### src/rtl/pulse_width_meter.sv
// Measures the high time of an asynchronous pulse in enabled clock ticks and
// reports each saturating result over a valid/ready handshake.
//
// state   | meaning
// --------+------------------------------------------------------------
// ARM     | wait for synchronized input low so no partial pulse is measured
// IDLE    | input low, waiting for a rising edge
// MEASURE | pulse high, counting enabled ticks
// REPORT  | result presented, waiting for valid & ready
module pulse_width_meter #(
    parameter int WIDTH = 16
) (
    input  logic             clk,
    input  logic             reset_n,
    input  logic             sig_in,
    input  logic             tick_en,
    output logic [WIDTH-1:0] width_out,
    output logic             overflow,
    output logic             valid,
    input  logic             ready
);

    typedef enum logic [1:0] {
        ARM     = 2'd0,
        IDLE    = 2'd1,
        MEASURE = 2'd2,
        REPORT  = 2'd3
    } state_t;

    localparam logic [WIDTH-1:0] MAX  = '1;
    localparam logic [WIDTH-1:0] ZERO = '0;
    localparam logic [WIDTH-1:0] ONE  = {{(WIDTH-1){1'b0}}, 1'b1};

    state_t           state;
    state_t           state_nxt;
    logic             s1;
    logic             sync;
    logic             sync_d;
    logic             rise;
    logic [WIDTH-1:0] cnt;
    logic             ovf;

    logic             load_cnt;
    logic             step_cnt;
    logic             capture;
    logic             accept;

    always_ff @(posedge clk or negedge reset_n) begin
        if (!reset_n) begin
            s1     <= 1'b0;
            sync   <= 1'b0;
            sync_d <= 1'b0;
        end else begin
            s1     <= sig_in;
            sync   <= s1;
            sync_d <= sync;
        end
    end

    assign rise = sync & ~sync_d;

    always_ff @(posedge clk or negedge reset_n) begin
        if (!reset_n) begin
            state <= ARM;
        end else begin
            state <= state_nxt;
        end
    end

    always_comb begin
        state_nxt = state;
        case (state)
            ARM: begin
                if (!sync) begin
                    state_nxt = IDLE;
                end
            end
            IDLE: begin
                if (rise) begin
                    state_nxt = MEASURE;
                end
            end
            MEASURE: begin
                if (!sync) begin
                    state_nxt = REPORT;
                end
            end
            REPORT: begin
                if (valid && ready) begin
                    state_nxt = ARM;
                end
            end
            default: state_nxt = ARM;
        endcase
    end

    always_comb begin
        load_cnt = 1'b0;
        step_cnt = 1'b0;
        capture  = 1'b0;
        accept   = 1'b0;
        case (state)
            IDLE:    load_cnt = rise;
            MEASURE: begin
                step_cnt = sync & tick_en;
                capture  = ~sync;
            end
            REPORT:  accept = valid & ready;
            default: ;
        endcase
    end

    // Counter saturates at MAX; the overflow flag records that a tick was lost.
    always_ff @(posedge clk or negedge reset_n) begin
        if (!reset_n) begin
            cnt <= ZERO;
            ovf <= 1'b0;
        end else if (load_cnt) begin
            cnt <= tick_en ? ONE : ZERO;
            ovf <= 1'b0;
        end else if (step_cnt) begin
            if (cnt == MAX) begin
                ovf <= 1'b1;
            end else begin
                cnt <= cnt + ONE;
            end
        end
    end

    always_ff @(posedge clk or negedge reset_n) begin
        if (!reset_n) begin
            width_out <= ZERO;
            overflow  <= 1'b0;
            valid     <= 1'b0;
        end else if (capture) begin
            width_out <= cnt;
            overflow  <= ovf;
            valid     <= 1'b1;
        end else if (accept) begin
            valid <= 1'b0;
        end
    end

endmodule

### config.mk
export PLATFORM = sky130hd
export DESIGN_NAME = pulse_width_meter
export DESIGN_NICKNAME = d
export VERILOG_FILES = /design/src/rtl/pulse_width_meter.sv
export SDC_FILE = /design/constraint.sdc
export NUM_CORES = 1
export LEC_CHECK = 0
export CORE_MARGIN = 1
export CORE_UTILIZATION = 43
export DETAILED_ROUTE_END_ITERATION = 12
export HOLD_SLACK_MARGIN = 0.15
export PLACE_DENSITY = 0.62
export SLEW_MARGIN = 20
export SYNTH_ARGS = -nofsm -noshare
export SYNTH_HDL_FRONTEND = slang
export SYNTH_SLANG_ARGS = --single-unit
### constraint.sdc
create_clock -name clk -period 2.32 [get_ports clk]
set_input_delay 0.464 -clock clk [delete_from_list [all_inputs] [get_ports clk]]
set_output_delay 0.464 -clock clk [all_outputs]
set_load 0.005 [all_outputs]
==> flow_summary.ini <==
[route]
wl_per_cell_um = 15.0
drc = 0
drt_wl_total_mm = 3.95
drt_iter0_drc = 45
first_pass_iters = 5
vias = 1485
viasPerCell = 5.65
antenna_left = 0

[clock_tree]
clkSlewWorstSetupHoldPaths_ns = 0.08
holdBufCountCts = 0
cts_buffer_depth = 2
postCtsSetupRepairBufs = 0
cts_resized = 0
cts_tree = built
cts_made_buffers = 5
clock_latency_ns = 0.29
cts_root_buf = clkbuf_8
cts-htree-levels = 2
clock-sinks = 40

[synth]
netlist_area_sq_um = 1990
yosysWarnings = 0
syn_inst = 184
synth-seq-cells = 40
async_flop_share = 1.00
yosysMostFrequentCell = dfrtp_1
synthTopCellsByCount = dfrtp_1, nand2_1, mux2_2
synth_edf_count = 0
ys_seq_area_frac = 0.502
synth_cell_types = 40
avgSynthCellArea_sq_um = 10.8
synth.top_cell.area_share = 0.502
yosysTopAreaCell = dfrtp_1
synth_flop_cell = dfrtp_1
yosys-top-cells-area = dfrtp_1, mux2_2, mux2i_1, nand2_1, ha_1
syn_nets = 195

[layout]
area_growth_pct = 20.3
finalNetCount = 221
drive_gt1_frac = 0.156
seqCellArea_sq_um = 1000
final_util = 0.543
n_antenna_cell = 0
fillCellCount = 402
final_area_sq_um = 2400
multi_input_area_sq_um = 918

[floorplan]
io_pins = 23
fp.dieW_um = 70.1
fp.coreArea_sq_um = 4410
start_util = 0.452
rows = 24
die_h_um = 70.1
die_area_sq_um = 4910

[power_and_ir_drop]
worst_ir_drop_vdd_v = 0.000427
power.total_mw = 2.39
power_leakage_nw = 1.07
powerDensity_nw_per_um2 = 999

[global_route]
antenna_found_initial = 0
grt_pass1_wl_mm = 6.97
first_global_vias = 1485
grt_max_degree = 41
grt_overflow_total = 0
grt_use_total = 0.180

[timing]
setup-violations-final = 0
hold_ws_ns = 0.287
fin_ws_ns = 0.150
relSlewSlack = 0.408
finalCritPeriodShare = 0.936
max_freq_mhz = 461
rsz0062_at_grt = false
finalClockSkew_ns = 0.00579
min_period_ns = 2.17
worst_pin_slew_ns = 0.889
drv_slew = 0
hold_violations = 0

[placement]
port_buffers = 22
placed_area_sq_um = 2270
dp_slack_ns = -0.00980
place.gp.congestion = 0.772
hpwl_mm = 2.81

[run]
max_cap_violations = 0

[worst_setup_path]
critPathRequiredTime_ns = 2.54
crit_path_start = state[0]
arrival_ns = 2.39
r2r-end = cnt[13]
startpoint_type = register
r2r-start = state[0]
reg2regPathDepth = 6
path_class = register to register
regToRegSetupSlack_ns = 0.15
end_kind = register
crit_fanout = 5
crit_end = cnt[13]

[min_path]
hp-class = input pin to asynchronous set/reset pin

[run_status]
outcome = completed
-- per-layer routing --
metal / vias up / global-route usage / wire length [um]
met5: - / 0 / 0
met4: 0 / 0.0622 / 41
met3: 4 / 0.0447 / 141
met2: 34 / 0.296 / 1920
met1: 732 / 0.231 / 1850
li1: 715 / - / -
-- cells by family after synthesis --
| logic type | after synthesis | synth area share |
|---|---|---|
| AO/OA/AOI/OAI | 34 | 0.122 |
| adder cells (fa/ha/maj) | 6 | 0.0377 |
| buffers and inverters | 16 | 0.0370 |
| flip-flops | 40 | 0.502 |
| multiplexers | 25 | 0.134 |
| AND/OR/NAND/NOR | 63 | 0.167 |
-- critical path: stages (launching register included) --
cell,delay (ns)
dfrtp_1,0.41
inv_1,0.13
ha_1,0.23
and2_0,0.27
o2111ai_1,0.33
a2111oi_2,0.49
mux2i_1,0.24
-- cell type report --
class,count,share of cell area
clock buffer,7,0.0402
timing repair buffer,28,0.109
sequential,40,0.418
inverter,7,0.0110
clock inverter,1,0.0125
multi-input combinational,128,0.383
tap,52,0.0271
-- cell usage in the layout (no fill, tap or decap), types with 2 or more instances in the layout --
master / instances
mux2i_1: 12
and3_1: 2
o21ai_0: 8
o41ai_1: 3
dfrtp_1: 40
nand3_1: 4
or4_1: 2
a211oi_1: 7
nand2_1: 28
mux2_2: 13
o311ai_0: 2
nand4_1: 3
clkbuf_8: 7
a21oi_1: 4
nand2b_1: 9
ha_1: 6
clkdlybuf4s50_1: 21
o2111ai_1: 3
or2_2: 2
inv_1: 7
buf_4: 6
nor2_1: 3
-- worst min path at each step --
stage	endpoint	slack [ns]	cells after the start	from
finish	width_out[11]	0.29	1	reset_n
global route	width_out[11]	0.36	1	reset_n
CTS	width_out[10]	0.32	1	reset_n
detailed placement	sync	0.34	0	s1
global placement	sync	0.34	0	s1
floorplan	cnt[0]	0.17	0	reset_n
-- sequential cells by signal (all words and copies together) (netlist names) --
register and count:
s1 1, width_out 16, cnt 16, overflow 1
ovf 1, sync_d 1, valid 1, sync 1
state 2
-- where the power goes --
part	switching, mW	leakage, nW	internal, mW
sequential	0.153	0.533	0.879
combinational	0.332	0.471	0.410
clock	0.242	0.0645	0.380
-- through the flow --
stage | instances | TNS, ns
2_1_floorplan | 184 | 0
3_3_place_gp | 255 | 0
3_5_place_dp | 255 | -0.00980
4_1_cts | 263 | 0
5_1_grt | 263 | 0
6_report | 263 | 0
Note: power is estimated with default switching activity, not from simulation.
